[src/rtl/vend_pkg.sv]
// Shared types and constants for the newspaper vending sequencer and the vending FSM.
package vend_pkg;

  typedef enum logic [1:0] {
    IDLE     = 2'd0,
    DISPENSE = 2'd1,
    CHANGE   = 2'd2,
    FAULT    = 2'd3
  } state_t;

  // Coin codes exchanged with the vending FSM.
  typedef enum logic [1:0] {
    COIN_NONE = 2'b00,
    COIN_5    = 2'b01,
    COIN_10   = 2'b10
  } coin_t;

  localparam int PRICE       = 15;
  localparam int CHANGE_UNIT = 5;

endpackage

[src/rtl/vend_timeout_timer.sv]
// Drive watchdog: counts cycles while enabled; expired flags the last allowed cycle without a done.
module vend_timeout_timer #(
  parameter int TIMEOUT_CYC = 1000
) (
  input  logic clk,
  input  logic reset,
  input  logic clear,
  input  logic enable,
  output logic expired
);

  localparam int               CNT_W = $clog2(TIMEOUT_CYC + 1);
  localparam logic [CNT_W-1:0] LAST  = CNT_W'(TIMEOUT_CYC - 1);

  logic [CNT_W-1:0] cnt_reg;

  always_ff @(posedge clk or negedge reset) begin
    if (!reset) begin
      cnt_reg <= '0;
    end else if (clear) begin
      cnt_reg <= '0;
    end else if (enable && (cnt_reg != LAST)) begin
      cnt_reg <= cnt_reg + CNT_W'(1);
    end
  end

  assign expired = enable && (cnt_reg == LAST);

endmodule

[src/rtl/vend_dispense_sequencer.sv]
// Queues paper/change requests and runs motor then hopper with done handshakes, timeouts and stock tracking.
// Optional audit counter on vend_total is built when VEND_AUDIT_EN is defined.
module vend_dispense_sequencer
  import vend_pkg::*;
#(
  parameter int STOCK_INIT  = 50,
  parameter int STOCK_W     = 8,
  parameter int PEND_MAX    = 3,
  parameter int TIMEOUT_CYC = 1000
) (
  input  logic               clk,
  input  logic               reset,
  input  logic               vend_req,
  input  logic               change_req,
  output logic               motor_on,
  input  logic               motor_done,
  output logic               hopper_on,
  input  logic               hopper_done,
  input  logic               refill,
  input  logic               fault_clr,
  output logic [STOCK_W-1:0] stock_cnt,
  output logic               coin_inhibit,
  output logic               busy,
  output logic               fault,
  output logic               drop_err,
  output logic [15:0]        vend_total
);

  localparam int                 PEND_W     = $clog2(PEND_MAX + 1);
  localparam logic [PEND_W-1:0]  PEND_FULL  = PEND_W'(PEND_MAX);
  localparam logic [STOCK_W-1:0] STOCK_LOAD = STOCK_W'(STOCK_INIT);

  state_t             state_reg, state_next;
  logic [PEND_W-1:0]  pend_reg, pend_next;
  logic [PEND_W-1:0]  chg_reg, chg_next;
  logic [STOCK_W-1:0] stock_reg, stock_next, stock_eff;
  logic               motor_on_reg, hopper_on_reg, fault_reg;
  logic               coin_inhibit_reg, busy_reg, drop_err_reg;
  logic               coin_inhibit_next, busy_next, drop_next;
  logic               refill_ok, vend_acc, chg_acc, vend_done, chg_done;
  logic               tmr_clear, tmr_enable, tmr_expired;

  vend_timeout_timer #(
    .TIMEOUT_CYC(TIMEOUT_CYC)
  ) u_timer (
    .clk    (clk),
    .reset  (reset),
    .clear  (tmr_clear),
    .enable (tmr_enable),
    .expired(tmr_expired)
  );

  // Any state change restarts the watchdog, so each drive phase gets a full window.
  assign tmr_clear  = (state_next != state_reg);
  assign tmr_enable = (state_reg == DISPENSE) || (state_reg == CHANGE);

  always_comb begin
    refill_ok = refill && ((state_reg == IDLE) || (state_reg == FAULT));
    stock_eff = refill_ok ? STOCK_LOAD : stock_reg;
    vend_acc  = vend_req && (pend_reg < PEND_FULL) && (STOCK_W'(pend_reg) < stock_eff);
    chg_acc   = change_req && (chg_reg < PEND_FULL);
    vend_done = (state_reg == DISPENSE) && motor_done;
    chg_done  = (state_reg == CHANGE) && hopper_done;

    pend_next = pend_reg;
    if (vend_acc && !vend_done) begin
      pend_next = pend_reg + PEND_W'(1);
    end else if (!vend_acc && vend_done) begin
      pend_next = pend_reg - PEND_W'(1);
    end

    chg_next = chg_reg;
    if (chg_acc && !chg_done) begin
      chg_next = chg_reg + PEND_W'(1);
    end else if (!chg_acc && chg_done) begin
      chg_next = chg_reg - PEND_W'(1);
    end

    stock_next = stock_eff;
    if (vend_done && (stock_reg != '0)) begin
      stock_next = stock_reg - STOCK_W'(1);
    end
  end

  // Paper always goes before change; a done on the same cycle as expiry still completes.
  always_comb begin
    state_next = state_reg;
    case (state_reg)
      IDLE: begin
        if (pend_reg != '0) begin
          state_next = DISPENSE;
        end else if (chg_reg != '0) begin
          state_next = CHANGE;
        end
      end
      DISPENSE: begin
        if (motor_done) begin
          state_next = (chg_reg != '0) ? CHANGE : IDLE;
        end else if (tmr_expired) begin
          state_next = FAULT;
        end
      end
      CHANGE: begin
        if (hopper_done) begin
          state_next = IDLE;
        end else if (tmr_expired) begin
          state_next = FAULT;
        end
      end
      FAULT: begin
        if (fault_clr) begin
          state_next = IDLE;
        end
      end
      default: state_next = IDLE;
    endcase

    drop_next         = (vend_req && !vend_acc) || (change_req && !chg_acc);
    coin_inhibit_next = (state_next == FAULT) || (pend_next == PEND_FULL) ||
                        (chg_next == PEND_FULL) || (STOCK_W'(pend_next) >= stock_next);
    busy_next         = (state_next != IDLE) || (pend_next != '0) || (chg_next != '0);
  end

  always_ff @(posedge clk or negedge reset) begin
    if (!reset) begin
      state_reg        <= IDLE;
      pend_reg         <= '0;
      chg_reg          <= '0;
      stock_reg        <= STOCK_LOAD;
      motor_on_reg     <= 1'b0;
      hopper_on_reg    <= 1'b0;
      fault_reg        <= 1'b0;
      coin_inhibit_reg <= 1'b0;
      busy_reg         <= 1'b0;
      drop_err_reg     <= 1'b0;
    end else begin
      state_reg        <= state_next;
      pend_reg         <= pend_next;
      chg_reg          <= chg_next;
      stock_reg        <= stock_next;
      motor_on_reg     <= (state_next == DISPENSE);
      hopper_on_reg    <= (state_next == CHANGE);
      fault_reg        <= (state_next == FAULT);
      coin_inhibit_reg <= coin_inhibit_next;
      busy_reg         <= busy_next;
      drop_err_reg     <= drop_next;
    end
  end

  assign motor_on     = motor_on_reg;
  assign hopper_on    = hopper_on_reg;
  assign fault        = fault_reg;
  assign coin_inhibit = coin_inhibit_reg;
  assign busy         = busy_reg;
  assign drop_err     = drop_err_reg;
  assign stock_cnt    = stock_reg;

`ifdef VEND_AUDIT_EN
  logic [15:0] vend_total_reg;

  always_ff @(posedge clk or negedge reset) begin
    if (!reset) begin
      vend_total_reg <= 16'h0000;
    end else if (vend_done && (vend_total_reg != 16'hFFFF)) begin
      vend_total_reg <= vend_total_reg + 16'h0001;
    end
  end

  assign vend_total = vend_total_reg;
`else
  assign vend_total = 16'h0000;
`endif

endmodule

[config.mk]
export PLATFORM = sky130hd
export DESIGN_NAME = vend_dispense_sequencer
export DESIGN_NICKNAME = d
export VERILOG_FILES = /design/src/rtl/vend_pkg.sv /design/src/rtl/vend_timeout_timer.sv /design/src/rtl/vend_dispense_sequencer.sv
export SDC_FILE = /design/constraint.sdc
export NUM_CORES = 1
export LEC_CHECK = 0
export ABC_AREA = 1
export CELL_PAD_IN_SITES_DETAIL_PLACEMENT = 1
export CELL_PAD_IN_SITES_GLOBAL_PLACEMENT = 2
export CORE_AREA = 2 2 86 88
export DETAILED_ROUTE_END_ITERATION = 10
export DIE_AREA = 0 0 88 90
export PLACE_DENSITY = 0.82
export SETUP_SLACK_MARGIN = 0.05
export SLEW_MARGIN = 5
export SYNTH_ARGS = -nofsm -noshare
export SYNTH_HDL_FRONTEND = slang
export SYNTH_SLANG_ARGS = --single-unit
[constraint.sdc]
create_clock -name clk -period 4.6 [get_ports clk]
set_clock_uncertainty 0.05 [all_clocks]
set_input_delay 0.69 -clock clk [delete_from_list [all_inputs] [get_ports clk]]
set_output_delay 0.69 -clock clk [all_outputs]
set_load 0.005 [all_outputs]
== Yosys cells after proc, flatten, opt, wreduce, memory -nomap -nowiden ==
Index checks and enable logic that the tools add are counted.
Word-level totals
  register bits after elaboration: 30
  bits of input ports: 8
  output and inout bits: 30
Cells by class
  add/subtract/negate cells: 6
  $lt $le $gt $ge: 4
  eq/ne operators: 11
  mux-type cells: 16
  reduce and logical (&&, ||, !) cells: 35
Operator list (number)
  2-bit two-way mux: 11
  10-bit two-way mux: 2
  8-bit two-way mux: 2
  1-bit logical AND: 15
  2-bit == test (second input constant): 6
  2-bit nonzero test: 6
  10-bit by 1-bit adder with 10-bit output (second input constant): 1
  10-bit == test (second input constant): 1
  10-bit != test (second input constant): 1
  2-bit by 8-bit >= comparator with 1-bit output: 1
  1-bit logical OR: 8
  2-bit by 8-bit less-than comparator with 1-bit output: 1
  2-bit case mux with 4 select lines: 1
  8-bit nonzero test: 1
  8-bit by 1-bit subtractor with 8-bit output (second input constant): 1
  2-bit by 1-bit adder with 2-bit output (second input constant): 2
  2-bit by 1-bit == test with 1-bit output (second input constant): 2
  1-bit logical NOT: 4
  2-bit less-than comparator (second input constant): 2
  2-bit by 1-bit subtractor with 2-bit output (second input constant): 2
  2-bit logical NOT: 1
  2-bit != test: 1

== Longest topological paths before layout ==
Gate-level depths: netlist of run 1.
  depth in word-level cells: 14
  mapped depth: 24
  gate-level depth less buffers: 24

== Hierarchy ==
From an unflattened synthesis of run 1, not the netlist that was laid out.
Unflattened totals
  cell total of the unflattened synthesis: 313
  area total of the unflattened synthesis: 2198.4 um2
Modules (own cells, without submodules)
  vend_dispense_sequencer: instances 1, cells each 224, area an instance 1554.0 um2
  vend_timeout_timer: instances 1, cells each 89, area an instance 644.4 um2

== Worst setup path before layout of run 1 ==
Ideal clock, no wire load.
  path type: register to register
  from: register state_reg[0]
  to: register coin_inhibit_reg, in the netlist coin_inhibit
  arrival: 2.636 ns
  required time: 4.431 ns
  slack: 1.795 ns
  cell stages (with the launch flop): 25
  cells stage by stage: dfrtp_1 -> inv_1 -> ha_1 -> inv_2 -> nand2_2 -> inv_1 -> nor2_1 -> ha_1 -> nand2_1 -> nand2_1 -> nand2_2 -> nand2_2 -> nand2_4 -> nand2_2 -> nand2_1 -> nand2_1 -> ha_1 -> inv_1 -> nand2_1 -> a21oi_1 -> nor2_1 -> nand2_1 -> nor2_1 -> nor2_1 -> nand2_1
Between the ends
  longest elaborated chain between the ends: 14
  elaborated cells between the ends (all ways): 40
  classes of those cells: 2 x order compare; 6 x eq/ne; 13 x mux; 19 x reduce/logical
RTL lines
  start: declaration: line vend_dispense_sequencer.sv:33  | state_t state_reg, state_next;
  start signal: assignment: line vend_dispense_sequencer.sv:137  | state_reg <= state_next;
  branches (longest 13 deep; another with 2-bit by 8-bit less-than comparator with 1-bit output)
  1-bit logical OR *: line vend_dispense_sequencer.sv:120  | (chg_next == PEND_FULL) || (STOCK_W'(pend_next) >= stock_next);
  net coin_inhibit_next: line vend_dispense_sequencer.sv:39  | logic coin_inhibit_next, busy_next, drop_next;
  end signal: assignment: line vend_dispense_sequencer.sv:144  | coin_inhibit_reg <= coin_inhibit_next;
  end: declaration: line vend_dispense_sequencer.sv:38  | logic coin_inhibit_reg, busy_reg, drop_err_reg;
Mark *: on every way through the listed nets, which the timed path passes.
A chain may end at the register's enable or synchronous reset.

== Worst setup path in the final report of run 1 ==
Ends and elaborated chain as after synthesis.

==> results of run 1 <==
logic make-up (layout without fill, tap and decap cells):
family                     count (synthesis)  after routing
AOI/OAI and AO/OA                         13             13
buffers and inverters                     56             70
DFF                                       30             30
and+or+nand+nor                          170            170
other                                      1             16
adders and majority gates                 14             14
xor gates and xnor gates                   9              9
worst register-to-register path, cell delays in order, from the launching register on:
cell	delay [ps]
dfrtp_1	460
inv_1	130
ha_1	390
inv_2	80
nand2_2	90
inv_1	140
nor2_1	60
ha_1	270
nand2_1	70
nand2_1	50
nand2_2	90
nand2_2	80
nand2_4	100
nand2_2	60
nand2_1	50
nand2_1	60
ha_1	290
inv_1	50
nand2_1	40
a21oi_1	110
nor2_1	60
nand2_1	50
nor2_1	40
nor2_1	90
nand2_1	50
layout by cell type (no fill, tap or decap):
cell,Yosys,routed
nand2_4,3,3
clkbuf_1,0,1
dfrtp_1,27,27
xnor2_1,1,1
clkbuf_8,0,6
nand3_2,2,2
nor2_2,13,13
conb_1,1,16
nor2_4,1,1
a211oi_1,1,1
nand3_1,23,23
a22o_1,1,1
dfstp_2,3,3
nand2_2,15,15
clkdlybuf4s50_1,0,21
nor3_2,1,1
inv_1,33,33
a21oi_1,3,3
o21ai_0,6,6
nand4_1,7,7
o21ai_1,2,2
inv_2,7,7
nand2_1,78,78
nand3_4,1,1
xor2_1,8,8
clkinv_2,0,1
ha_1,14,14
nor2_1,26,26
buf_4,16,1
final timing paths:
| kind | from | to | slack [ps] |
|---|---|---|---|
| worst max-delay path | state_reg[0]$_DFF_PN0_ | coin_inhibit$_DFF_PN0_ | 1460 |
| worst min-delay path | chg_reg[0]$_DFF_PN0_ | chg_reg[0]$_DFF_PN0_ | 500 |
| worst max register to register | state_reg[0]$_DFF_PN0_ | coin_inhibit$_DFF_PN0_ | 1460 |
| worst min register to register | chg_reg[0]$_DFF_PN0_ | chg_reg[0]$_DFF_PN0_ | 500 |
| max in group asynchronous | reset | stock_cnt[4]$_DFF_PN1_ | 3420 |
| min in group asynchronous | reset | stock_cnt[3]$_DFF_PN0_ | 760 |
metrics by stage:
step                      setup slack (ps)  instances   util
after CTS                             1420        421  0.362
after floorplan                       1800        308      -
after global routing                  1120        421  0.362
final                                 1460        421  0.362
after global placement                1390        413  0.349
after detailed placement              1320        413  0.349
area by class of cell:
class                           instances  share of cell area
Clock inverter                          1             0.00197
Multi-Input combinational cell        222               0.473
Sequential cell                        30               0.297
Clock buffer                            7              0.0340
Timing Repair Buffer                   22              0.0857
Tap cell                               99              0.0488
Inverter                               40              0.0591
metal layers:
metal  routed length, um  vias to the layer above
li1                    -                      936
met1                2290                      831
met2                2310                       19
met3                 122                        4
met4                  38                        0
met5                   0                        -
power by group through the flow:
| stage | Combinational (W) | Sequential (W) | Clock [W] |
|---|---|---|---|
| global placement | 0.000938 | 0.000445 | 0 |
| detailed placement | 0.000954 | 0.000444 | 0 |
| floorplan | 0.000687 | 0.000426 | 0 |
| finish | 0.000940 | 0.000438 | 0.000220 |
| CTS | 0.000959 | 0.000440 | 0.000231 |
| global route | 0.00109 | 0.000450 | 0.000243 |
==> flow_summary.ini, run 1 <==
[power_and_ir_drop]
peakVddDrop_uv = 277
clockPowerShare = 0.138
leakage_nw = 1.30
power.switching_w = 0.000771
p_per_area_nw_per_um2 = 629
p_seq_frac = 0.274
p_int_w = 0.000827
p_sw_frac = 0.483
p_comb_frac = 0.588
fin_total_pwr_w = 0.00160

[synth]
yosysMostFrequentCell = nand2_1
ys_seq_elements = 30
synth_area_per_cell_um2 = 7.41
synth.largest_area_cell = dfrtp_1
synthMuxAreaShare = 0
synth.distinct_cells = 25
synth-adder-area-share = 0.0807
synth-compound-area-share = 0.0329
ys_seq_area_frac = 0.348
yosys-top-cells-count = nand2_1 (78), inv_1 (33), dfrtp_1 (27), nor2_1 (26), nand3_1 (23)
synth_xor_area_frac = 0.0363
synthSimpleGateAreaFrac = 0.376
synth_top_family_by_area = simple AND/OR/NAND/NOR gates
synth_top_area_share = 0.311
yosys_warnings = 0
syn_inst = 293
async_flop_share = 1.00
ys.flop_type = dfrtp_1
synth_edf_count = 0
syn_area_um2 = 2170
synthTopCellsByArea = dfrtp_1 (31%), nand2_1 (13%), ha_1 (8.1%)

[timing]
min_period_over_period = 0.683
setup_tns_ps = 0
grt_setup_unrepaired = no
fmax_mhz = 318
whs_ps = 502
finalSetupViolations = 0
slew_violations = 0
min_period_ps = 3140
finalHoldViolCount = 0

[critical_path]
cp_top_family = simple AND/OR/NAND/NOR gates
cp.depth = 24
cp.buffers_inverters = 4
cp_cell_sequence = inv_1, ha_1, inv_2, nand2_2, inv_1, nor2_1, ha_1, nand2_1, nand2_1, nand2_2, nand2_2, nand2_4, nand2_2, nand2_1, nand2_1, ha_1, inv_1, nand2_1, a21oi_1, nor2_1, nand2_1, nor2_1, nor2_1, nand2_1
cp_data_required_time_ps = 4720
max_stage_delay_ps = 460
start_kind = flop
path_max_fanout = 6
r2r.worst_path.cells = 24
arrival_ps = 3260
criticalPathCategory = flop to flop
cp_common_cell = nand2_1
cp_slowest_cell = dfrtp_1
end_kind = flop

[global_routing]
grtUsageTotal = 0.130
grt_pass1_vias = 1755
grt_use_met2 = 0.213
met1_usage = 0.171
grt_max_degree = 31
top_usage_layer = met2
grt_pass1_wl_um = 8130
grt_use_met3 = 0.0303
grt.overflow.total = 0
antenna_found_initial = 0

[finish]
syn2layout_area_growth_pct = 17.0
multi_input_area_um2 = 1200
seq_area_um2 = 754
insertedDiodeCount = 0
largest_register_ffs = 10
final_area_um2 = 2540
nets = 343
num-fill-cells = 916
final_layout_size_suffix_gt1_frac = 0.168

[place]
hpwl_um = 3820
dpl_cell_area_um2 = 2450
gp_congestion = 0.804
port_buffers = 21

[clock_tree]
cts_inserted_buffers = 5
cts-resized-gates = 0
cts_max_path_buffers = 2
postCtsSetupBuffers = 0
cts_num_sinks = 30
cts_htree_levels = 2
cts_tree = built
clockRootBuffer = clkbuf_8
ctsHoldBuffers = 0
path_clk_slew_ps = 70
insertion_delay_ps = 280

[drt]
drc = 0
drt-total-wl_um = 4760
vias_per_cell = 4.25
antenna_left = 0
drtIter0Drc = 42
wl_per_cell_um = 11.3
first_pass_iters = 4
num_vias = 1790

[floorplanning]
fp.dieW_um = 88
rows = 31
die-area_um2 = 7920
die_y_um = 90
start_util = 0.309
coreArea_um2 = 7020
pin_count = 38

[run]
cap_violations = 0

[run_status]
status = finished, final reports clean

[hold_path]
hp-class = flop to flop
worst_hold_path.num_cells = 1
Note: power is estimated with default switching activity, not from simulation.
==> run 2, diff against run 1 <==
--- a/config.mk
+++ b/config.mk
@@ -8,10 +8,10 @@
 export ABC_AREA = 1
 export CELL_PAD_IN_SITES_DETAIL_PLACEMENT = 1
 export CELL_PAD_IN_SITES_GLOBAL_PLACEMENT = 2
-export CORE_AREA = 2 2 86 88
+export CORE_AREA = 2 2 93 95
 export DETAILED_ROUTE_END_ITERATION = 10
-export DIE_AREA = 0 0 88 90
-export PLACE_DENSITY = 0.82
+export DIE_AREA = 0 0 95 97
+export PLACE_DENSITY = 0.74
 export SETUP_SLACK_MARGIN = 0.05
 export SLEW_MARGIN = 5
 export SYNTH_ARGS = -nofsm -noshare
==> constraint.sdc (replaced) <==
create_clock -name clk -period 2.8 [get_ports clk]
set_clock_uncertainty 0.05 [all_clocks]
set_input_delay 0.42 -clock clk [delete_from_list [all_inputs] [get_ports clk]]
set_output_delay 0.42 -clock clk [all_outputs]
set_load 0.005 [all_outputs]
==> flow_summary.ini, run 2 (synthesized netlist as in run 1, its figures left out) <==
[run_status]
status = finished, final reports clean

[power_and_ir_drop]
fin_total_pwr_w = 0.00289
leakage_nw = 1.37
p_per_area_nw_per_um2 = 1070
peakVddDrop_uv = 250

[floorplanning]
fp.dieW_um = 95
pin_count = 38
start_util = 0.267
coreArea_um2 = 8130
die-area_um2 = 9220
rows = 33
die_y_um = 97

[timing]
worst_pin_slew_ps = 496
finalHoldViolCount = 0
whs_ps = 491
min_period_over_period = 0.949
slew_violations = 0
fmax_mhz = 376
grt_setup_unrepaired = yes
max-slew-margin-rel = 0.668
min_period_ps = 2660
setup_ws_ps = 143
finalSetupViolations = 0

[global_routing]
grt_use_met2 = 0.193
grt_pass1_wl_um = 8960
grt_pass1_vias = 1871
antenna_found_initial = 0
met1_usage = 0.176
grt.overflow.total = 0
grt_use_met3 = 0.0226
top_usage_layer = met2
grt_max_degree = 31
grtUsageTotal = 0.125

[drt]
drt-total-wl_um = 5380
vias_per_cell = 4.21
antenna_left = 0
wl_per_cell_um = 12.1
drtIter0Drc = 48
drc = 0
first_pass_iters = 3
num_vias = 1863

[finish]
num-fill-cells = 1010
layout_commonest_cell = nand2_1
final_cell_mix = nand2_1 (78), inv_1 (30), dfrtp_1 (27)
largest_register_ffs = 10
syn2layout_area_growth_pct = 24.3
final_layout_size_suffix_gt1_frac = 0.225
nets = 359
insertedDiodeCount = 0

[critical_path]
cp_data_required_time_ps = 2920
criticalPathCategory = flop to flop
rr_endpoint = coin_inhibit$_DFF_PN0_
end_kind = flop
r2r.worst_path.cells = 24
r2r-start = state_reg[1]$_DFF_PN0_
reg2reg_slack_ps = 140
arrival_ps = 2780
critPathLaunch = state_reg[1]$_DFF_PN0_
path_max_fanout = 6
start_kind = flop

[clock_tree]
cts_num_sinks = 30
ctsHoldBuffers = 0
clockRootBuffer = clkbuf_8
cts_tree = built
insertion_delay_ps = 280
cts_max_path_buffers = 2
cts_htree_levels = 2
path_clk_slew_ps = 70
cts_inserted_buffers = 5

[hold_path]
hp-class = input pin to async pin

[place]
port_buffers = 21
hpwl_um = 4170
place_ws_ps = -51.2
gp_congestion = 0.783

[run]
cap_violations = 0
-- run 2: cell types whose count changed in the layout (fill, tap and decap cells not counted), sizes merged --
cell,previous run,this run
buf,1,17
-- run 2: timing repair --
item	CTS	global route
gates resized for setup	0	7
endpoints found under the setup margin	0	1
buffers inserted	0	5
endpoints found under the hold margin	0	0
-- run 2: stage by stage --
step                      instance area, um2  std cells   util  TNS, ps
after global routing                    2700        443  0.332    -75.6
after floorplan                         2240        308      -        0
after global placement                  2550        430  0.314        0
final                                   2700        443  0.332        0
after detailed placement                2550        430  0.314    -51.2
after CTS                               2640        438  0.325        0
-- run 2: routing by layer --
metal | up-vias | part of all wire
li1 | 969 | -
met1 | 858 | 0.52
met2 | 31 | 0.45
met3 | 5 | 0.025
met4 | 0 | 0.014
met5 | - | 0
-- run 2: worst max path at each step --
stage               cells past startpoint                endpoint  slack, ps
floorplan                              24  coin_inhibit$_DFF_PN0_         60
global placement                       22  coin_inhibit$_DFF_PN0_          2
detailed placement                     22  coin_inhibit$_DFF_PN0_        -50
CTS                                    24  coin_inhibit$_DFF_PN0_         80
global route                           24  coin_inhibit$_DFF_PN0_        -80
finish                                 24  coin_inhibit$_DFF_PN0_        140
-- run 2: where the power goes --
| part | leakage, nW | internal, W | total [W] | switching [W] |
|---|---|---|---|---|
| logic | 0.945 | 0.000760 | 0.00182 | 0.00106 |
| registers | 0.380 | 0.000580 | 0.000701 | 0.000121 |
| clock network | 0.0482 | 0.000198 | 0.000369 | 0.000170 |
-- run 2: final cells by class --
| type | instances | area [um2] | area share |
|---|---|---|---|
| Clock inverter | 1 | 5.00 | 0.00185 |
| Clock buffer | 7 | 86.3 | 0.0320 |
| Multi-Input combinational cell | 222 | 1230 | 0.457 |
| Sequential cell | 30 | 754 | 0.280 |
| Inverter | 40 | 150 | 0.0556 |
| Tap cell | 105 | 131 | 0.0487 |
| Timing Repair Buffer | 38 | 338 | 0.125 |
-- run 2: worst max-delay path, stage by stage, from the launching register on --
cell,delay (ps)
dfrtp_1,390
inv_2,80
ha_4,210
inv_2,50
nand2_2,50
inv_2,60
nor2_2,30
ha_1,260
nand2_1,60
nand2_1,50
nand2_2,130
nand2_4,70
nand2_4,110
nand2_2,60
nand2_1,60
nand2_1,70
ha_1,270
inv_1,50
nand2_1,50
a21oi_2,120
nor2_1,50
nand2_1,50
nor2_1,40
nor2_1,80
nand2_1,50
==> run 3, diff against run 2 <==
--- a/config.mk
+++ b/config.mk
@@ -13,7 +13,6 @@
 export DIE_AREA = 0 0 95 97
 export PLACE_DENSITY = 0.74
 export SETUP_SLACK_MARGIN = 0.05
-export SLEW_MARGIN = 5
 export SYNTH_ARGS = -nofsm -noshare
 export SYNTH_HDL_FRONTEND = slang
 export SYNTH_SLANG_ARGS = --single-unit
==> constraint.sdc (replaced) <==
create_clock -name clk -period 2.35 [get_ports clk]
set_clock_uncertainty 0.05 [all_clocks]
set_input_delay 0.3525 -clock clk [delete_from_list [all_inputs] [get_ports clk]]
set_output_delay 0.3525 -clock clk [all_outputs]
set_load 0.005 [all_outputs]
==> flow_summary.ini, run 3 (synthesized netlist as in run 1, its figures left out) <==
[critical_path]
r2r-start = state_reg[1]$_DFF_PN0_
criticalPathCategory = flop to flop
path_max_fanout = 6
cp_data_required_time_ps = 2470
arrival_ps = 2830
start_kind = flop
end_kind = flop
rr_endpoint = coin_inhibit$_DFF_PN0_
reg2reg_slack_ps = -360
r2r.worst_path.cells = 22

[finish]
num-fill-cells = 1013
final_cell_mix = nand2_1 (73), buf_4 (30), inv_1 (29)
nets = 373
largest_register_ffs = 10
syn2layout_area_growth_pct = 32.3
final_area_um2 = 2870
final_layout_size_suffix_gt1_frac = 0.281
layout_commonest_cell = nand2_1
insertedDiodeCount = 0

[timing]
min_period_over_period = 1.15
whs_ps = 421
finalHoldViolCount = 0
setup_ws_ps = -358
slew_violations = 0
min_period_ps = 2710
grt_setup_unrepaired = yes
fmax_mhz = 369
finalSetupViolations = 1

[drt]
num_vias = 1925
drtIter0Drc = 53
vias_per_cell = 4.21
first_pass_iters = 4
antenna_left = 0
drc = 0
wl_per_cell_um = 11.9
drt-total-wl_um = 5450

[clock_tree]
cts_inserted_buffers = 5
clockRootBuffer = clkbuf_8
cts_htree_levels = 2
path_clk_slew_ps = 80
cts_max_path_buffers = 2
cts_tree = built
ctsHoldBuffers = 0
insertion_delay_ps = 280
cts_num_sinks = 30

[floorplanning]
rows = 33
die-area_um2 = 9220
pin_count = 38
start_util = 0.267
die_y_um = 97
coreArea_um2 = 8130
fp.dieW_um = 95

[power_and_ir_drop]
p_per_area_nw_per_um2 = 1290
peakVddDrop_uv = 277
leakage_nw = 1.45

[place]
port_buffers = 21
hpwl_um = 4210
gp_congestion = 0.769
dpl_cell_area_um2 = 2670

[run]
cap_violations = 0

[hold_path]
hp-class = input pin to async pin

[global_routing]
antenna_found_initial = 0
grt_pass1_vias = 2046
grt.overflow.total = 0
grt_max_degree = 31
grt_pass1_wl_um = 9550
grtUsageTotal = 0.130

[run_status]
violations = negative setup slack
status = finished with violations
-- run 3: cell count changes in the layout (fill, tap and decap cells not counted), moves of 2 or more --
cell and delta:
nand2_2 +2, buf_4 +13, nand2_1 -5, nand2_4 +3
-- run 3: repair_timing --
item                                    in CTS  in global routing
pin swaps                                    8                  8
buffers inserted                             4                  2
endpoints found under the setup margin       1                  1
gates resized for setup                      1                 14
-- run 3: worst max path at each step --
stage / startpoint / end / depth (start not counted)
after floorplan: state_reg[0]$_DFF_PN0_ / coin_inhibit$_DFF_PN0_ / 24
after global placement: refill / coin_inhibit$_DFF_PN0_ / 22
after detailed placement: refill / coin_inhibit$_DFF_PN0_ / 22
after CTS: state_reg[1]$_DFF_PN0_ / coin_inhibit$_DFF_PN0_ / 24
after global routing: state_reg[1]$_DFF_PN0_ / coin_inhibit$_DFF_PN0_ / 24
final: state_reg[1]$_DFF_PN0_ / coin_inhibit$_DFF_PN0_ / 22
-- run 3: layer usage --
layer / up-vias / global-route usage / share of wire
met5: - / 0 / 0
met2: 26 / 0.206 / 0.48
met1: 898 / 0.182 / 0.49
li1: 995 / - / -
met3: 6 / 0.0226 / 0.024
met4: 0 / 0.0301 / 0.011
-- run 3: area by class of cell --
type                       instances  area, um2  share of cell area
multi-input combinational        222       1280               0.447
sequential                        30        754               0.263
timing repair buffer              52        455               0.159
inverter                          40        153              0.0531
tap                              105        131              0.0457
clock buffer                       6       82.6              0.0287
clock inverter                     2       12.5             0.00436
-- run 3: stage by stage --
stage               cells  utilization  setup slack (ps)  total power (W)  TNS, ps
floorplan             308            -              -300          0.00223     -300
CTS                   455        0.344              -325          0.00361     -325
global placement      443        0.328              -413          0.00306     -413
finish                457        0.353              -358          0.00370     -358
detailed placement    443        0.328              -493          0.00309     -493
global route          457        0.353              -570          0.00411     -570
-- run 3: worst max-delay path, stage by stage (launching register included) --
cell	delay, ps
dfrtp_1	400
inv_2	90
ha_4	210
inv_2	60
nand2_4	60
inv_4	60
nor2_4	30
ha_1	280
nand2_1	60
nand2_1	50
nand2_2	100
nand2_2	90
nand2_4	140
nand2_2	70
nand2_2	60
nand2_2	60
ha_1	280
a21oi_2	130
nor2_1	50
nand2_1	50
nor2_1	40
nor2_1	90
nand2_1	60
-- run 3: power breakdown --
group / internal [W] / switching (W)
Combinational: 0.00105 / 0.00137
Sequential: 0.000690 / 0.000142
Clock: 0.000236 / 0.000218
